<file path="src/rtl/mem_access_unit.sv">
// MAR/MDR memory-access unit: latches address/data from the datapath bus and
// runs fixed-length read/write strobe cycles against an asynchronous SRAM.
module mem_access_unit #(
  parameter int DATA_W      = 16,
  parameter int ADDR_W      = 20,
  parameter int WAIT_STATES = 2,
  localparam int LANES      = DATA_W / 8,
  localparam int LANE_BITS  = $clog2(LANES)
) (
  input  logic              Clk,
  input  logic              Reset,
  input  logic              load_mar,
  input  logic              load_mdr,
  input  logic              mem_rd_req,
  input  logic              mem_wr_req,
  input  logic              byte_mode,
  input  logic [DATA_W-1:0] bus_in,
  output logic [DATA_W-1:0] mdr_out,
  output logic [ADDR_W-1:0] ADDR,
  output logic [DATA_W-1:0] mem_wdata,
  input  logic [DATA_W-1:0] mem_rdata,
  output logic              CE_n,
  output logic              OE_n,
  output logic              WE_n,
  output logic [LANES-1:0]  BE_n,
  output logic              mem_resp,
  output logic              busy,
  output logic              err
);

  typedef enum logic [1:0] {IDLE, READ, WRITE, DONE} state_t;

  state_t              state, state_next;
  logic [ADDR_W-1:0]   mar;
  logic [DATA_W-1:0]   mdr;
  logic [3:0]          cnt;
  logic                byte_q;
  logic [LANE_BITS-1:0] lane;
  logic [7:0]          rd_byte;
  logic [DATA_W-1:0]   rd_value;
  logic [LANES-1:0]    lane_sel;
  logic                start;

  assign lane     = mar[LANE_BITS-1:0];
  assign rd_byte  = mem_rdata[lane*8 +: 8];
  assign rd_value = byte_q ? DATA_W'(rd_byte) : mem_rdata;
  assign lane_sel = LANES'(1) << lane;
  assign start    = mem_rd_req ^ mem_wr_req;

  assign ADDR      = mar;
  assign mdr_out   = mdr;
  assign mem_wdata = byte_q ? {LANES{mdr[7:0]}} : mdr;

  always_ff @(posedge Clk) begin
    if (Reset) state <= IDLE;
    else       state <= state_next;
  end

  always_comb begin
    state_next = state;
    case (state)
      IDLE: begin
        if (mem_rd_req && !mem_wr_req)      state_next = READ;
        else if (mem_wr_req && !mem_rd_req) state_next = WRITE;
      end
      READ:    if (cnt == '0) state_next = DONE;
      WRITE:   if (cnt == '0) state_next = DONE;
      DONE:    state_next = IDLE;
      default: state_next = IDLE;
    endcase
  end

  always_comb begin
    CE_n     = 1'b1;
    OE_n     = 1'b1;
    WE_n     = 1'b1;
    BE_n     = '1;
    mem_resp = 1'b0;
    busy     = (state != IDLE);
    case (state)
      READ: begin
        CE_n = 1'b0;
        OE_n = 1'b0;
        BE_n = '0;
      end
      WRITE: begin
        CE_n = 1'b0;
        WE_n = 1'b0;
        BE_n = byte_q ? ~lane_sel : '0;
      end
      DONE:    mem_resp = 1'b1;
      default: ;
    endcase
  end

  // Loads precede the request in the same IDLE cycle, so the access sees new MAR/MDR.
  always_ff @(posedge Clk) begin
    if (Reset) begin
      mar    <= '0;
      mdr    <= '0;
      cnt    <= '0;
      byte_q <= 1'b0;
      err    <= 1'b0;
    end else begin
      case (state)
        IDLE: begin
          if (load_mar) mar <= ADDR_W'(bus_in);
          if (load_mdr) mdr <= bus_in;
          if (start) begin
            cnt    <= 4'(WAIT_STATES - 1);
            byte_q <= byte_mode;
          end
          if (mem_rd_req && mem_wr_req) err <= 1'b1;
        end
        READ: begin
          if (cnt == '0) mdr <= rd_value;
          else           cnt <= cnt - 4'd1;
        end
        WRITE: begin
          if (cnt != '0) cnt <= cnt - 4'd1;
        end
        default: ;
      endcase
    end
  end

endmodule

</file>
<file path="config.mk">
export PLATFORM = sky130hd
export DESIGN_NAME = mem_access_unit
export DESIGN_NICKNAME = d
export VERILOG_FILES = /design/src/rtl/mem_access_unit.sv
export SDC_FILE = /design/constraint.sdc
export NUM_CORES = 1
export LEC_CHECK = 0
export ABC_AREA = 1
export BUFFER_PORTS_ARGS = -buffer_cell sky130_fd_sc_hd__buf_2
export CORE_MARGIN = 1.5
export CORE_UTILIZATION = 23
export DETAILED_ROUTE_END_ITERATION = 8
export SYNTH_ARGS = -nofsm -noshare
export SYNTH_HDL_FRONTEND = slang
export SYNTH_SLANG_ARGS = --single-unit
</file>
<file path="constraint.sdc">
create_clock -name Clk -period 2.1 [get_ports Clk]
set_input_delay 0.21 -clock Clk [delete_from_list [all_inputs] [get_ports Clk]]
set_output_delay 0.21 -clock Clk [all_outputs]
set_load 0.01 [all_outputs]
</file>
### Word-level counts from Yosys, hierarchy flattened

Index checks and enable logic that the tools add are counted.

* add/sub/neg operators: 1
* equality and inequality tests: 10
* shifts and indexed selects: 2
* mux-type cells: 19
* bitwise logic cells: 2
* reductions and logical operators: 18

Operators by type and width (count)
* 2-to-1 mux 16 bit: 4
* case mux 16 bit (2 select lines): 1
* indexed part select 16 x 5 -> 8 bit: 1
* 2-to-1 mux 4 bit: 3
* case mux 4 bit (3 select lines): 1
* != test 2 bit (second input constant): 5
* 2-to-1 mux 2 bit: 4
* AND reduction 2 bit: 4
* case mux 2 bit (3 select lines): 1
* equality test 2 bit (second input constant): 2
* zero test 4 bit: 1
* 2-to-1 mux 1 bit: 4
* case mux 2 bit (2 select lines): 1
* AND reduction 4 bit: 1
* nonzero test 2 bit: 2
* nonzero test 4 bit: 1
* subtractor 4 x 1 -> 4 bit (second input constant): 1
* logical AND 1 bit: 3
* != test 3 bit (second input constant): 1
* AND reduction 3 bit: 1
* nonzero test 3 bit: 1
* equality test 2 x 1 -> 1 bit (second input constant): 1
* zero test 1 bit: 2
* zero test 2 bit: 1
* 5 further kinds: 5

* flip-flop bits (word level): 40
* bits of input ports: 39
* output and inout bits: 60
* word-level logic and storage cells: 58

### Logic depth before layout (Yosys ltp)

Gate-level depths: netlist of run 1.

* depth after elaboration: 5
* mapped depth: 10
* gate-level depth less buffers: 9

### Worst setup path after synthesis of run 1

Ideal clock, no wire load.

* path type: reg-to-reg
* start point: reg state[0]
* end point: reg mdr[13], in the netlist mdr_out[13]
* setup time: 113 ps
* arrival: 1438 ps
* required time: 1987 ps
* setup slack: 549 ps
* stages on the path, launching flop included: 10
* buffers on the path: 1
* clock period less this slack: 1551 ps
* path through: dfxtp_1 > inv_1 > ha_1 > inv_1 > nor2_1 > nor2_1 > nand2_2 > buf_4 > nor2_1 > nor2_1

* longest elaborated chain between the ends: 3
* elaborated cells on any way between the ends: 7
* classes of those cells: eq/ne: 3; mux: 1; reduce/logical: 3

Ends and longest elaborated chain
* start: declaration: line 33 `state_t state, state_next;`
* start signal: assignment: line 56 `else state <= state_next;`
* equality test 2 x 1 -> 1 bit / zero test 2 bit (equally long branches): line 105 `case (state)`
* != test 2 bit (no source line) / nonzero test 2 bit (equally long branches)
* AND reduction 3 bit (no source line)
* end signal: assignment: line 108 `if (load_mdr) mdr <= bus_in;`
* end signal: assignment: line 116 `if (cnt == '0) mdr <= rd_value;`
* end: declaration: line 35 `logic [DATA_W-1:0] mdr;`

Several ways; a longest one is shown, not always the timed one.
A chain may end at the register's enable or synchronous reset.

### Worst setup path after layout of run 1

* start point: reg state[0]
* end point: reg mdr[15], in the netlist mdr_out[15]

The elaborated chain is that of the path after synthesis.

==> out/metrics.yaml, run 1 <==
status: "complete, no violations"
synth.top_cell.area_share_pct: 35.4
syn_area_mm2: 0.00226
cts_buffer_depth: 2
hpwl_mm: 5.25
crit_slowest_cell: "dfxtp_1"
synthArstFlopShare_pct: 0
grt_pass1_vias: 2073
grt_max_degree: 32
hold_viol_final: 0
cpMostUsedCell: "nor2_1"
combPwrFrac_pct: 53.5
grt_first_pass_wirelength_mm: 10.1
crit_fanout: 31
maxCapViolations: 0
nFillCells: 1066
fin_util_pct: 30.9
synth_edf_count: 0
peakVddDrop_mv: 0.401
drt-pass1-iter-count: 4
p_leak_nw: 1.63
p_switching_mw: 1.89
vias: 2323
min_period_ns: 1.86
fin_cells: 574
cpPeakStageDelay_ns: 0.41
worst_setup_path_end_kind: "flop"
areaGrowthSynthToFinish_pct: 28.0
p_clk_share_pct: 16.0
die-height_um: 102
fin_skew_ns: 0.00791
internal_power_mw: 2.27
ys_warn_count: 0
row_count: 35
ys.flop_type: "dfxtp_1"
ctsRootBufferMaster: "clkbuf_8"
p_per_area_mw_per_mm2: 1440
die_x_um: 102
cts_setup_buffers: 0
p_seq_share_pct: 30.4
antenna_found_initial: 0
start_kind: "flop"
placed_cell_area_mm2: 0.00277
arrival_ns: 2.04
synthCells: 360
floorplan.die_area_mm2: 0.0104
avgSynthCellArea_um2: 6.28
start_util_pct: 24.1
finalSetupViolCount: 0
tightest_slew_ns: 0.633
first_iter_violations: 89
ant_nets: 0
drt-vias-per-instance: 4.05
coreArea_mm2: 0.00937
critical_path_class: "reg2reg"
synth-seq-cells: 40
port_buffers: 94
tns_ns: 0
rsz0062_at_grt: "no"
cp_top_family: "simple AND/OR/NAND/NOR gates"
synth_common_cells: "nand2_1 (96), nor2_1 (62), inv_1 (56)"
place.gp.congestion: 0.874
path_cells: "inv_1 -> ha_1 -> inv_1 -> nor2_1 -> nor2_1 -> nand2_2 -> o21ai_1 -> nor2_1"
final_nets: 492
synth_top_area_cell: "dfxtp_1"
clock_sinks: 40
cts_hold_buffers: 0
grt-ovfl-total: 0
slew_violations: 0
synthMostInstantiatedCell: "nand2_1"
fin_area_mm2: 0.00289
fmax_mhz: 539
numCtsBuffers: 5
worstPathRequired_ns: 2.29
diodes: 0
drt-total-wl_mm: 6.51
post-route-period-util_pct: 88.4
clkTransAtPathRegs_ns: 0.08
num_io_pins: 99
slew_headroom_pct: 57.8
path_buf_inv: 2
htreeDepth: 2
swShare_pct: 45.4
synthTopCellsByArea: "dfxtp_1 (35%), nand2_1 (16%), nor2_1 (10%)"
remaining_drc_errors: 0
synth_seq_area_share_pct: 35.4
dp.cells: 566
drive_gt1_share_pct: 24.5
cts_tree: "built"
cts_resized: 0
yosysUniqueCellTypes: 18
grtUsageTotal_pct: 12.5
hold_class: "in2reg"
clk_latency_ns: 0.30
avgRoutedWirePerCell_um: 11.3
metrics by stage:
step / power, mW / hold slack [ns] / setup slack [ns]
4_1_cts: 4.22 / 0.166 / 0.231
2_1_floorplan: 2.91 / 0.279 / 0.549
3_3_place_gp: 3.49 / 0.467 / 0.315
5_1_grt: 4.60 / 0.170 / 0.0244
6_report: 4.16 / 0.163 / 0.245
3_5_place_dp: 3.53 / 0.471 / 0.247
metal layers:
metal	vias to the layer above	track usage, %	wire length (um)
met2	68	19.9	2900
met5	-	0	0
met4	0	4.64	122
met1	1002	17.0	3110
met3	9	2.12	380
li1	1244	-	-
power by group through the flow:
stage          clock [mW]  sequential [mW]  combinational (mW)
2_1_floorplan           0             1.35                1.56
3_3_place_gp            0             1.27                2.21
3_5_place_dp            0             1.29                2.24
4_1_cts             0.691             1.27                2.25
5_1_grt             0.724             1.32                2.56
6_report            0.668             1.27                2.23
logic make-up (layout without fill, tap and decap cells):
kind of cell / Yosys count / after routing / share of synthesized area [%]
flip-flops: 40 / 40 / 35.4
buffers and inverters: 81 / 163 / 16.8
other: 1 / 4 / 0.166
AO/OA/AOI/OAI: 52 / 52 / 12.0
adder cells (fa/ha/maj): 9 / 9 / 4.98
AND/OR/NAND/NOR: 177 / 177 / 30.6
state kept, by name (all words and copies together) (netlist names):
signal   flops
byte_q       1
err          1
state        2
ADDR        16
mdr_out     16
cnt          4
cell usage in the layout, fill, tap and decap left out:
cell	n
o31ai_1	1
clkbuf_8	6
o21ai_1	1
bufinv_16	1
dfxtp_1	40
ha_1	9
buf_2	94
nand2_2	2
buf_4	5
nand3_1	16
a21oi_1	15
o22ai_1	7
clkinv_4	1
o21ai_0	28
inv_1	56
conb_1	4
nand2_1	96
nor3_1	1
nor2_1	62
final timing paths:
check,to,slack [ns],start,cells past startpoint
worst max-delay path,mdr_out[15]$_SDFFE_PP0P_,0.24,state[0]$_SDFFE_PP0P_,8
worst min-delay path,cnt[0]$_SDFFE_PP0P_,0.16,Reset,2
worst min register to register,err$_SDFFE_PP0P_,0.48,err$_SDFFE_PP0P_,2
worst max register to register,mdr_out[15]$_SDFFE_PP0P_,0.24,state[0]$_SDFFE_PP0P_,8
final cells by class:
cell class                 count  area, um2  share of cell area (%)
inverter                      56        210                    7.27
multi-input combinational    242       1090                    37.7
tap                          129        161                    5.58
timing repair buffer          99        508                    17.6
sequential                    40        801                    27.7
clock inverter                 2       38.8                    1.34
clock buffer                   6       82.6                    2.86
Power figures use the tool's default switching activity.
==> inputs of run 2 (changes only) <==
Clock period 2.1 ns to 1.9 ns, I/O delays scaled along.
==> out/metrics.yaml, run 2 (synthesis gave the netlist of run 1 again) <==
die_x_um: 102  # unchanged
hpwl_mm: 5.17  # -1.6%
min_to: "cnt[0]$_SDFFE_PP0P_"
p_seq_share_pct: 29.6  # -0.8 points
seqCellArea_um2: 802  # +0.16%
grtUsageTotal_pct: 12.7  # +0.20 points
post-route-period-util_pct: 94.1
min_period_ns: 1.79
maxCapViolations: 0  # unchanged
start_kind: "flop"
drt-vias-per-instance: 4.10  # +1.2%
die-height_um: 102  # unchanged
avgRoutedWirePerCell_um: 11.4  # +0.66%
worst_setup_path_end_kind: "output port"
p_switching_mw: 2.17  # +15%
finalSetupViolCount: 0  # unchanged
num_io_pins: 99  # unchanged
clkTransAtPathRegs_ns: 0.08  # about the same
nFillCells: 1083  # +1.6%
fin_area_mm2: 0.00293  # +1.3%
cts_tree: "built"
ant_nets: 0  # unchanged
grt-ovfl-total: 0  # unchanged
worstPathRequired_ns: 1.71  # -0.58 ns
fmax_mhz: 559
internal_power_mw: 2.55  # +12%
combPwrFrac_pct: 54.4  # +0.9 points
status: "complete, no violations"
first_iter_violations: 102  # +15%
ctsRootBufferMaster: "clkbuf_8"
areaGrowthSynthToFinish_pct: 29.6
grt_first_pass_wirelength_mm: 10.4  # +2.5%
multi_input_area_mm2: 0.00111  # +2.2%
rsz0062_at_grt: "no"
hold_path_depth: 2  # unchanged
tns_ns: 0  # unchanged
slew_violations: 0  # unchanged
antenna_found_initial: 0  # unchanged
numCtsBuffers: 5  # unchanged
grt_max_degree: 36  # +13%
regToRegSetupSlack_ns: 0.26  # +0.02 ns
placed_cell_area_mm2: 0.00278  # +0.27%
p_clk_share_pct: 16.0  # about the same
cpMostUsedCell: "inv_1"
cts_hold_buffers: 0  # unchanged
cts_setup_buffers: 0  # unchanged
drt-total-wl_mm: 6.58  # +1.0%
worstRegToRegCells: 7  # -1
grt_pass1_vias: 2196  # +5.9%
floorplan.die_area_mm2: 0.0104  # unchanged
path_cells: "inv_1 -> ha_1 -> buf_6 -> inv_1 -> nand2_1 -> o21ai_0 -> buf_2"
layout_common_cells: "nand2_1 (96), buf_2 (94), nor2_1 (61), inv_1 (56), dfxtp_1 (39)"
crit_fanout: 17  # -45%
vias: 2359  # +1.5%
drt-pass1-iter-count: 4  # unchanged
p_per_area_mw_per_mm2: 1610  # +12%
cpPeakStageDelay_ns: 0.35  # -0.06 ns
holdWs_ns: 0.134  # -0.0298 ns
rr_endpoint: "cnt[2]$_SDFFE_PP0P_"
layout_commonest_cell: "nand2_1"
p_leak_nw: 1.64  # +0.86%
reg2reg_from: "state[0]$_SDFFE_PP0P_"
cts_buffer_depth: 2  # unchanged
min_from: "Reset"
remaining_drc_errors: 0  # unchanged
htreeDepth: 2  # unchanged
clk_latency_ns: 0.30  # about the same
arrival_ns: 1.60  # -0.44 ns
peakVddDrop_mv: 0.387  # -3.7%
diodes: 0  # unchanged
critical_path_class: "reg2out"
start_util_pct: 24.1  # unchanged
place.gp.congestion: 0.893  # +2.1%
fin_skew_ns: 0.0105  # +0.00262 ns
hold_class: "in2reg"
clock_sinks: 40  # unchanged
drive_gt1_share_pct: 25.3  # +0.79 points
crit_slowest_cell: "dfxtp_2"
final_nets: 494  # +0.41%
row_count: 35  # unchanged
hold_viol_final: 0  # unchanged
swShare_pct: 46.0  # +0.58 points
coreArea_mm2: 0.00937  # unchanged
port_buffers: 94  # unchanged
## run 2: changes by cell type in the layout (fill, tap and decap cells not counted)
| cell | change |
|---|---|
| nor2_4 | +1 |
| nand2_2 | -1 |
| nor2_1 | -1 |
| buf_6 | +1 |
| dfxtp_2 | +1 |
| nand2_4 | +2 |
| dfxtp_1 | -1 |
## run 2: worst max-delay path by stage
stage / startpoint / endpoint / slack [ns] / cells past startpoint
finish: state[1]$_SDFFE_PP0P_ / BE_n[0] / 0.11 / 7
global placement: state[0]$_SDFFE_PP0P_ / mdr_out[15]$_SDFFE_PP0P_ / 0.13 / 8
CTS: state[1]$_SDFFE_PP0P_ / BE_n[0] / 0.01 / 7
floorplan: state[0]$_SDFFE_PP0P_ / mdr_out[13]$_SDFFE_PP0P_ / 0.35 / 9
global route: state[1]$_SDFFE_PP0P_ / BE_n[1] / 0.002 / 7
detailed placement: state[0]$_SDFFE_PP0P_ / mdr_out[14]$_SDFFE_PP0P_ / 0.06 / 8
## run 2: critical path: cells and delay by family (launching register included)
kind / cells / cell delay (ns)
simple gates: 1 / 0.10
compound gates: 1 / 0.11
fa+ha+maj: 1 / 0.23
buf+inv: 4 / 0.52
flops: 1 / 0.35
## run 2: power by group through the flow
stage / clock [mW] / combinational, mW / sequential, mW
final: 0.756 / 2.56 / 1.40
after global routing: 0.807 / 2.95 / 1.45
after CTS: 0.778 / 2.51 / 1.40
after detailed placement: 0 / 2.50 / 1.42
after global placement: 0 / 2.46 / 1.40
after floorplan: 0 / 1.72 / 1.49
## run 2: stage by stage
| stage | utilization (%) | std cells | power [mW] | setup slack (ns) |
|---|---|---|---|---|
| 6_report | 31.2 | 576 | 4.71 | 0.111 |
| 2_1_floorplan | - | 363 | 3.21 | 0.349 |
| 5_1_grt | 31.2 | 576 | 5.21 | 0.00168 |
| 4_1_cts | 30.9 | 575 | 4.69 | 0.0119 |
| 3_5_place_dp | 29.6 | 567 | 3.92 | 0.0605 |
| 3_3_place_gp | 29.6 | 567 | 3.87 | 0.126 |
## run 2: routing by layer
metal  global-route usage [%]  wire, um  vias up
li1                         -         -     1254
met1                     17.2      3120     1021
met2                     20.5      2970       73
met3                     1.85       354       11
met4                     4.74       124        0
met5                        0         0        -
## run 2: what timing repair did
| action | in CTS | in global routing |
|---|---|---|
| gates resized for setup | 0 | 6 |
| hold endpoints to repair | 0 | 0 |
| endpoints found under the setup margin | 0 | 19 |
## run 2: cell type report
type / count / area share (%)
clock buffer: 6 / 2.82
sequential: 40 / 27.4
inverter: 56 / 7.18
tap: 129 / 5.51
clock inverter: 2 / 1.32
timing repair buffer: 100 / 17.7
multi-input combinational: 243 / 38.0
==> inputs of run 3 (changes only) <==
Settings changed: CORE_UTILIZATION 23 to 47, PLACE_DENSITY set to 0.79.
==> out/metrics.yaml, run 3 (synthesis gave the netlist of run 1 again) <==
maxCapViolations: 0  # unchanged
status: "complete, no violations"
min_from: "byte_mode"
path_cells: "inv_1 -> ha_1 -> inv_1 -> nor2_1 -> nor2_2 -> nand2_2 -> nand2_1 -> nand2_1 -> nor2_1"
row_count: 25  # -29%
hold_path_depth: 3  # +1
start_util_pct: 48.2  # +24 points
htreeDepth: 2  # unchanged
worst_setup_path_end_kind: "flop"
post-route-period-util_pct: 92.6  # -1.5 points
hpwl_mm: 4.39  # -15%
crit_slowest_cell: "dfxtp_1"
finalPower_mw: 4.50  # -4.5%
tightest_slew_ns: 0.571
cp_top_family: "simple AND/OR/NAND/NOR gates"
path_buf_inv: 2  # -2
numCtsBuffers: 5  # unchanged
remaining_drc_errors: 0  # unchanged
antenna_found_initial: 0  # unchanged
rsz0062_at_grt: "no"
slew_violations: 0  # unchanged
tns_ns: 0  # unchanged
fin_area_mm2: 0.00279  # -4.7%
ant_nets: 0  # unchanged
die_x_um: 72.3  # -29%
areaGrowthSynthToFinish_pct: 23.5
min_period_ns: 1.76  # -0.0293 ns
place.gp.congestion: 0.901  # +0.94%
grtUsageTotal_pct: 21.3  # +8.6 points
rr_endpoint: "mdr_out[4]$_SDFFE_PP0P_"
layout_commonest_cell: "nand2_1"
drive_gt1_share_pct: 24.8  # -0.45 points
port_buffers: 94  # unchanged
placed_cell_area_mm2: 0.00268  # -3.4%
clock_sinks: 40  # unchanged
worstRegToRegCells: 9  # +2
fmax_mhz: 568  # +1.7%
clk_latency_ns: 0.29  # about the same
cts_hold_buffers: 0  # unchanged
critical_path_class: "reg2reg"
grt_pass1_vias: 1960  # -11%
dp.cells: 492  # -13%
coreArea_mm2: 0.00469  # -50%
arrival_ns: 2.00  # +0.40 ns
regToRegSetupSlack_ns: 0.14  # -0.12 ns
drt-vias-per-instance: 4.75  # +16%
fin_util_pct: 59.5  # +28 points
p_per_area_mw_per_mm2: 1610  # +0.21%
grt_first_pass_wirelength_mm: 8.75  # -15%
cts_tree: "built"
num_io_pins: 99  # unchanged
crit_fanout: 15  # -2
startpoint: "state[0]$_SDFFE_PP0P_"
p_leak_nw: 1.62  # -1.2%
fin_cells: 501  # -13%
finalSetupViolCount: 0  # unchanged
final_nets: 494  # unchanged
peakVddDrop_mv: 0.831  # +110%
die-height_um: 72.3  # -29%
cts_buffer_depth: 2  # unchanged
min_to: "byte_q$_SDFFE_PP0P_"
drt-total-wl_mm: 5.85  # -11%
clkTransAtPathRegs_ns: 0.08  # about the same
vias: 2379  # +0.85%
nFillCells: 472  # -56%
avgRoutedWirePerCell_um: 11.7  # +2.2%
start_kind: "flop"
grt-ovfl-total: 0  # unchanged
slew_headroom_pct: 61.9
hold_viol_final: 0  # unchanged
multi_input_area_mm2: 0.00110  # -0.90%
layout_common_cells: "nand2_1 (96), buf_2 (94), nor2_1 (61), inv_1 (56), dfxtp_1 (40)"
ctsRootBufferMaster: "clkbuf_8"
fin_skew_ns: 0.0113  # +0.000764 ns
grt_max_degree: 32  # -11%
worstPathRequired_ns: 2.14  # +0.43 ns
hold_class: "in2reg"
cpPeakStageDelay_ns: 0.40  # +0.05 ns
seqCellArea_um2: 801  # -0.16%
drt-pass1-iter-count: 4  # unchanged
diodes: 0  # unchanged
reg2reg_from: "state[0]$_SDFFE_PP0P_"
first_iter_violations: 147  # +44%
floorplan.die_area_mm2: 0.00523  # -50%
run 3: cell count changes in the layout (fill, tap and decap cells not counted), sizes merged:
cell / previous run / this run
bufinv: 1 / 0
clkbuf: 6 / 7
clkinv: 1 / 0
clkinvlp: 0 / 1
run 3: worst max path at each step:
stage	endpoint	slack [ns]	depth (start not counted)
6_report	mdr_out[4]$_SDFFE_PP0P_	0.14	9
5_1_grt	mdr_out[14]$_SDFFE_PP0P_	0.0008	9
4_1_cts	mdr_out[0]$_SDFFE_PP0P_	0.07	9
3_5_place_dp	mdr_out[15]$_SDFFE_PP0P_	0.09	8
3_3_place_gp	mdr_out[15]$_SDFFE_PP0P_	0.15	8
2_1_floorplan	mdr_out[13]$_SDFFE_PP0P_	0.35	9
run 3: cell type report:
| cell class | count | share of cell area (%) |
|---|---|---|
| clock buffer | 7 | 3.09 |
| inverter | 56 | 7.53 |
| timing repair buffer | 100 | 18.5 |
| tap | 54 | 2.42 |
| multi-input combinational | 243 | 39.5 |
| clock inverter | 1 | 0.269 |
| sequential | 40 | 28.7 |
run 3: per-layer routing:
layer	up-vias	global-route usage, %	part of all wire (%)
li1	1253	-	-
met1	1038	28.9	46
met2	78	34.2	47
met3	10	3.33	5.6
met4	0	7.97	1.4
met5	-	0	0
run 3: metrics by stage:
stage | hold WS (ns) | setup slack, ns
floorplan | 0.259 | 0.349
global placement | 0.438 | 0.151
detailed placement | 0.445 | 0.0855
CTS | 0.134 | 0.0734
global route | 0.148 | 0.000827
finish | 0.138 | 0.141
run 3: timing repair:
action,in CTS,in global routing
setup endpoints to repair,0,16
resized for setup,0,2
setup buffers,0,0
run 3: tightest hold or removal path: cells and delay by family:
kind	cells	cell delay (ns)
buf+inv	1	0.08
simple gates	2	0.14
run 3: report_power, final:
group,total [mW],leakage [nW],switching [mW],internal [mW]
clock network,0.595,0.0445,0.300,0.295
logic,2.53,1.25,1.59,0.940
registers,1.38,0.332,0.220,1.16
